==> src/rtl/risc16b_mem_arbiter.sv <==
// risc16b_mem_arbiter
// Shares one single-port, word-wide external SRAM between the risc16b
// instruction port (read-only) and data port, and decodes an internal I/O
// page holding the LED register and a free-running cycle counter.
//
// Ports:
//   clk, rst_n            system clock (rising edge), async active-low reset
//   i_req/i_addr          instruction fetch request and byte address
//   i_rdata/i_ack         fetched word and one-cycle completion pulse
//   d_req/d_addr/d_we     data request, byte address, byte-lane write enables
//   d_wdata               data write word
//   d_rdata/d_ack         data read word and one-cycle completion pulse
//   mem_addr/mem_oe       SRAM word address and read enable
//   mem_we/mem_wdata      SRAM byte-lane write enables and write data
//   mem_rdata             SRAM read data (combinational while mem_oe=1)
//   led                   LED register
module risc16b_mem_arbiter #(
    parameter int         WAIT_CYCLES = 2,
    parameter logic [7:0] IO_PAGE     = 8'h7f
) (
    input  logic        clk,
    input  logic        rst_n,
    input  logic        i_req,
    input  logic [15:0] i_addr,
    output logic [15:0] i_rdata,
    output logic        i_ack,
    input  logic        d_req,
    input  logic [15:0] d_addr,
    input  logic [1:0]  d_we,
    input  logic [15:0] d_wdata,
    output logic [15:0] d_rdata,
    output logic        d_ack,
    output logic [15:0] mem_addr,
    output logic        mem_oe,
    output logic [1:0]  mem_we,
    output logic [15:0] mem_wdata,
    input  logic [15:0] mem_rdata,
    output logic [15:0] led
);

    localparam int             WCW       = (WAIT_CYCLES > 1) ? $clog2(WAIT_CYCLES) : 1;
    localparam logic [WCW-1:0] WAIT_LAST = WCW'(WAIT_CYCLES - 1);

    localparam logic [1:0] S_IDLE = 2'd0;
    localparam logic [1:0] S_MEM  = 2'd1;
    localparam logic [1:0] S_IO   = 2'd2;
    localparam logic [1:0] S_DONE = 2'd3;

    logic [1:0]     r_state;
    logic           r_lastGrantD;
    logic           r_grantD;
    logic [15:1]    r_addr;
    logic [1:0]     r_we;
    logic [15:0]    r_wdata;
    logic [WCW-1:0] r_waitCnt;
    logic [15:0]    r_cycleCnt;
    logic [15:0]    r_led;
    logic [15:0]    r_iRdata;
    logic [15:0]    r_dRdata;

    logic           w_grantD;
    logic [15:1]    w_selAddr;
    logic           w_isRead;
    logic           w_memLast;
    logic           w_capture;
    logic [15:0]    w_ioRdata;
    logic [15:0]    w_readData;
    logic           w_unusedBits;

    // Byte address bit 0 is ignored on both ports.
    assign w_unusedBits = i_addr[0] ^ d_addr[0];

    // Round-robin: a lone requester wins; when both request, the port that
    // did not win last time wins. last_grant resets to I, so D wins first.
    assign w_grantD  = d_req & (~i_req | ~r_lastGrantD);
    assign w_selAddr = w_grantD ? d_addr[15:1] : i_addr[15:1];

    assign w_isRead  = (r_we == 2'b00);
    assign w_memLast = (r_waitCnt == WAIT_LAST);
    assign w_capture = w_isRead &
                       (((r_state == S_MEM) & w_memLast) | (r_state == S_IO));

    always_comb begin
        w_ioRdata = 16'h0000;
        case (r_addr[7:1])
            7'd0:    w_ioRdata = r_led;
            7'd1:    w_ioRdata = r_cycleCnt;
            default: w_ioRdata = 16'h0000;
        endcase
    end

    assign w_readData = (r_state == S_IO) ? w_ioRdata : mem_rdata;

    // Memory strobes are decoded from the state registers, so an async reset
    // removes them immediately. The write strobe is confined to the final
    // MEM cycle so the SRAM sees exactly one write edge.
    assign mem_addr  = (r_state == S_MEM) ? {r_addr, 1'b0} : 16'h0000;
    assign mem_oe    = (r_state == S_MEM) & w_isRead;
    assign mem_we    = ((r_state == S_MEM) & w_memLast) ? r_we : 2'b00;
    assign mem_wdata = r_wdata;

    assign i_ack   = (r_state == S_DONE) & ~r_grantD;
    assign d_ack   = (r_state == S_DONE) &  r_grantD;
    assign i_rdata = r_iRdata;
    assign d_rdata = r_dRdata;
    assign led     = r_led;

    always_ff @(posedge clk or negedge rst_n) begin
        if (!rst_n) begin
            r_cycleCnt <= 16'h0000;
        end else begin
            r_cycleCnt <= r_cycleCnt + 16'd1;
        end
    end

    always_ff @(posedge clk or negedge rst_n) begin
        if (!rst_n) begin
            r_state      <= S_IDLE;
            r_lastGrantD <= 1'b0;
            r_grantD     <= 1'b0;
            r_addr       <= '0;
            r_we         <= 2'b00;
            r_wdata      <= 16'h0000;
            r_waitCnt    <= '0;
            r_led        <= 16'h0000;
        end else begin
            case (r_state)
                S_IDLE: begin
                    if (i_req | d_req) begin
                        r_grantD     <= w_grantD;
                        r_lastGrantD <= w_grantD;
                        r_addr       <= w_selAddr;
                        // The instruction port can never write.
                        r_we         <= w_grantD ? d_we : 2'b00;
                        r_wdata      <= w_grantD ? d_wdata : 16'h0000;
                        r_waitCnt    <= '0;
                        r_state      <= (w_selAddr[15:8] == IO_PAGE) ? S_IO : S_MEM;
                    end
                end
                S_MEM: begin
                    if (w_memLast) begin
                        r_waitCnt <= '0;
                        r_state   <= S_DONE;
                    end else begin
                        r_waitCnt <= r_waitCnt + WCW'(1);
                    end
                end
                S_IO: begin
                    // Only the LED register is writable; everything else in
                    // the page silently drops writes.
                    if (!w_isRead && (r_addr[7:1] == 7'd0)) begin
                        if (r_we[0]) r_led[15:8] <= r_wdata[15:8];
                        if (r_we[1]) r_led[7:0]  <= r_wdata[7:0];
                    end
                    r_state <= S_DONE;
                end
                default: begin
                    r_state <= S_IDLE;
                end
            endcase
        end
    end

    // Read data is held per port until that port's next completed read.
    always_ff @(posedge clk or negedge rst_n) begin
        if (!rst_n) begin
            r_iRdata <= 16'h0000;
            r_dRdata <= 16'h0000;
        end else if (w_capture) begin
            if (r_grantD) r_dRdata <= w_readData;
            else          r_iRdata <= w_readData;
        end
    end

endmodule

==> config.mk <==
export PLATFORM = sky130hd
export DESIGN_NAME = risc16b_mem_arbiter
export DESIGN_NICKNAME = d
export VERILOG_FILES = /design/src/rtl/risc16b_mem_arbiter.sv
export SDC_FILE = /design/constraint.sdc
export NUM_CORES = 1
export LEC_CHECK = 0
export ABC_CLOCK_PERIOD_IN_PS = 4700
export CELL_PAD_IN_SITES_DETAIL_PLACEMENT = 0
export CELL_PAD_IN_SITES_GLOBAL_PLACEMENT = 1
export CORE_MARGIN = 10
export CORE_UTILIZATION = 54
export CTS_BUF_LIST = sky130_fd_sc_hd__clkbuf_8
export DETAILED_ROUTE_END_ITERATION = 8
export DONT_BUFFER_PORTS = 1
export GPL_TIMING_DRIVEN = 0
export PLACE_DENSITY_LB_ADDON = 0.1
export SLEW_MARGIN = 20
export SYNTH_ARGS = -nofsm -noshare
export SYNTH_HDL_FRONTEND = slang
export SYNTH_SLANG_ARGS = --single-unit
==> constraint.sdc <==
create_clock -name clk -period 4.7 [get_ports clk]
set_input_delay 1.175 -clock clk [delete_from_list [all_inputs] [get_ports clk]]
set_output_delay 1.175 -clock clk [all_outputs]
set_load 0.01 [all_outputs]
==> impl_metrics.py <==
metrics = {
    "routing": {
        "routedWlPerCell_microns": 21.95,
        "drc": 0,
        "vias_per_cell": 5.821,
        "drt_iter0_drc": 123,
        "wl_microns": 11880,
        "drt_first_pass_iters": 4,
        "ant_nets": 0,
        "num_vias": 3149,
    },
    "yosys": {
        "ys_warn_count": 0,
        "synth_ff_type": "dfrtp_1",
        "async_flop_share": 1.000,
        "synth_area_sq_um": 4624,
        "yosysSeqAreaShare": 0.5465,
        "synthDistinctLibCells": 36,
        "postSynthCellCount": 416,
        "synth_edf_count": 0,
        "syn_nets": 492,
        "syn_area_per_cell_sq_um": 11.12,
        "ys_seq_elements": 101,
    },
    "global_route": {
        "grt_pass1_vias": 3375,
        "grt_usage": 0.1843,
        "grt_max_degree": 102,
        "grt-ovfl-total": 0,
        "antenna_found_initial": 4,
        "grt_pass1_wl_microns": 18730,
    },
    "timing": {
        "finalCriticalPeriod_ps": 3041,
        "fin_skew_ps": 11.36,
        "hold_violations": 0,
        "rsz0062_at_grt": "false",
        "slew_viol_final": 0,
        "max_freq_ghz": 0.3288,
        "fin_setup_tns_ps": 0,
        "tightest_slew_ps": 876.1,
        "max_slew_margin": 0.4077,
        "setup_slack_ps": 1659,
        "setup_violations": 0,
        "fin_crit_sh": 0.6471,
    },
    "clock_network": {
        "cts_tree": "yes",
        "hold_buffers": 0,
        "cts_buffers": 9,
        "postCtsSetupBuffers": 0,
        "cts_root_buf": "clkbuf_8",
        "cts_sinks": 101,
        "cts_buffer_depth": 2,
        "insertion_delay_ps": 360,
        "cts-htree-levels": 3,
        "ctsResizeCount": 0,
        "path_clk_slew_ps": 90,
    },
    "cells_and_area": {
        "fin_util": 0.5992,
        "drive_gt1_frac": 0.1343,
        "syn_to_final_growth_pct": 7.008,
        "seq_area_sq_um": 2527,
        "fill_cells": 722,
        "instances_no_fill": 541,
        "multi_input_area_sq_um": 1972,
        "final_common_cell": "dfrtp_1",
        "nNetsFinal": 503,
        "layout_common_cells": "dfrtp_1 (101), nor2_1 (37), a21oi_1 (35)",
    },
    "place": {
        "portBuffers": 0,
        "place_ws_ps": 2001,
        "hpwlAfterDp_microns": 9072,
        "dp_cells": 521,
        "place_congestion": 0.7929,
    },
    "worst_setup_path": {
        "r2r_cells": 8,
        "arrival_ps": 1870,
        "worstSetupPathType": "flip-flop to output pin",
        "cp-start-kind": "flip-flop",
        "required_ps": 3520,
        "endpoint_kind": "output pin",
        "worstPathMaxFanout": 10,
    },
    "power_and_ir_drop": {
        "power.static_leakage_uw": 0.002259,
        "p_per_area_nw_per_um2": 605.3,
        "total_power_uw": 2995,
        "max-vdd-ir-drop_v": 0.0002879,
    },
    "floorplanning": {
        "dieArea_sq_um": 12670,
        "core-area_sq_um": 8258,
        "dieHeight_microns": 112.5,
        "start_util": 0.5600,
        "die_x_microns": 112.5,
        "boundaryPins": 155,
        "rows": 33,
    },
    "flow_run": {
        "maxCapViolCount": 0,
    },
    "run_status": {
        "status": "finished clean",
    },
    "worst_hold_path": {
        "min_path_type": "flip-flop to flip-flop",
        "holdPathStages": 2,
    },
}
-- worst paths after layout --
check / startpoint / to / slack, ps
max: r_state[1] / mem_oe / 1660
min: r_addr[14] / r_addr[14] / 480
max reg2reg: r_state[0] / d_rdata[2] / 2270
min reg2reg: r_addr[14] / r_addr[14] / 480
max in group asynchronous: rst_n / d_rdata[0] / 4080
min in group asynchronous: rst_n / mem_wdata[10] / 500
-- report_power, final --
| part | internal (uW) | switching (uW) | total, uW |
|---|---|---|---|
| Clock | 210 | 302 | 512 |
| Combinational | 393 | 566 | 959 |
| Sequential | 1160 | 360 | 1520 |
| Total | 1770 | 1230 | 3000 |
-- synth_stat cells, types with 4 or more instances --
library cell	number	area [sq um]
dfrtp_1	101	2527
nor2_1	37	138.9
a21oi_1	35	175.2
mux2_2	32	360.4
nand2_1	20	75.07
a22o_1	18	157.7
o21ai_0	18	90.09
and2_1	17	106.4
clkbuf_1	17	63.81
nor2b_1	17	106.4
a31oi_1	16	100.1
mux2i_1	15	150.1
xnor2_1	11	96.34
nand3_1	7	35.03
ha_1	6	75.07
nand4_1	6	37.54
inv_1	5	18.77
and3_1	4	25.02
buf_2	4	20.02
-- sequential cells by signal, indices dropped and copies added, names as in the netlist --
name and cells:
r_we 2, r_waitCnt 1, r_addr 15, r_state 2
led 16, i_rdata 16, mem_wdata 16, r_grantD 1
d_rdata 16, r_cycleCnt 16
-- kinds of logic (layout without fill, tap and decap cells) --
logic type / after synthesis / in the layout / share of synthesized area
AND/OR/NAND/NOR: 124 / 124 / 0.1496
flip-flops: 101 / 101 / 0.5465
adder cells (fa/ha/maj): 6 / 6 / 0.01623
buffers and inverters: 30 / 46 / 0.02706
other: 1 / 5 / 0.0008109
AO/OA/AOI/OAI: 93 / 93 / 0.1228
XOR/XNOR: 14 / 14 / 0.02652
multiplexers: 47 / 47 / 0.1104
-- through the flow --
stage | hold slack, ps | cell area [sq um]
2_1_floorplan | 440.0 | 4624
3_3_place_gp | 455.2 | 4756
3_5_place_dp | 462.2 | 4756
4_1_cts | 479.5 | 4938
5_1_grt | 457.0 | 4946
6_report | 476.2 | 4949
-- layer usage --
layer / vias to the layer above / GRT usage / wire length, microns
met4: 0 / 0.04399 / 138
met5: - / 0 / 0
met2: 131 / 0.2965 / 5684
met3: 12 / 0.08892 / 1265
li1: 1490 / - / -
met1: 1516 / 0.2169 / 4788
-- cell type report --
| class | instances | share of cell area |
|---|---|---|
| antenna | 4 | 0.002023 |
| buffer | 25 | 0.02149 |
| clock buffer | 10 | 0.02781 |
| clock inverter | 6 | 0.009102 |
| inverter | 5 | 0.003793 |
| multi-input combinational | 285 | 0.3985 |
| sequential | 101 | 0.5107 |
| tap | 105 | 0.02655 |
-- critical path, stage by stage (launching register included) --
cell and delay (ps):
dfrtp_1 440, inv_1 100, ha_1 220, clkbuf_1 290
nor3b_1 470
(Power assumes the default switching activity.)
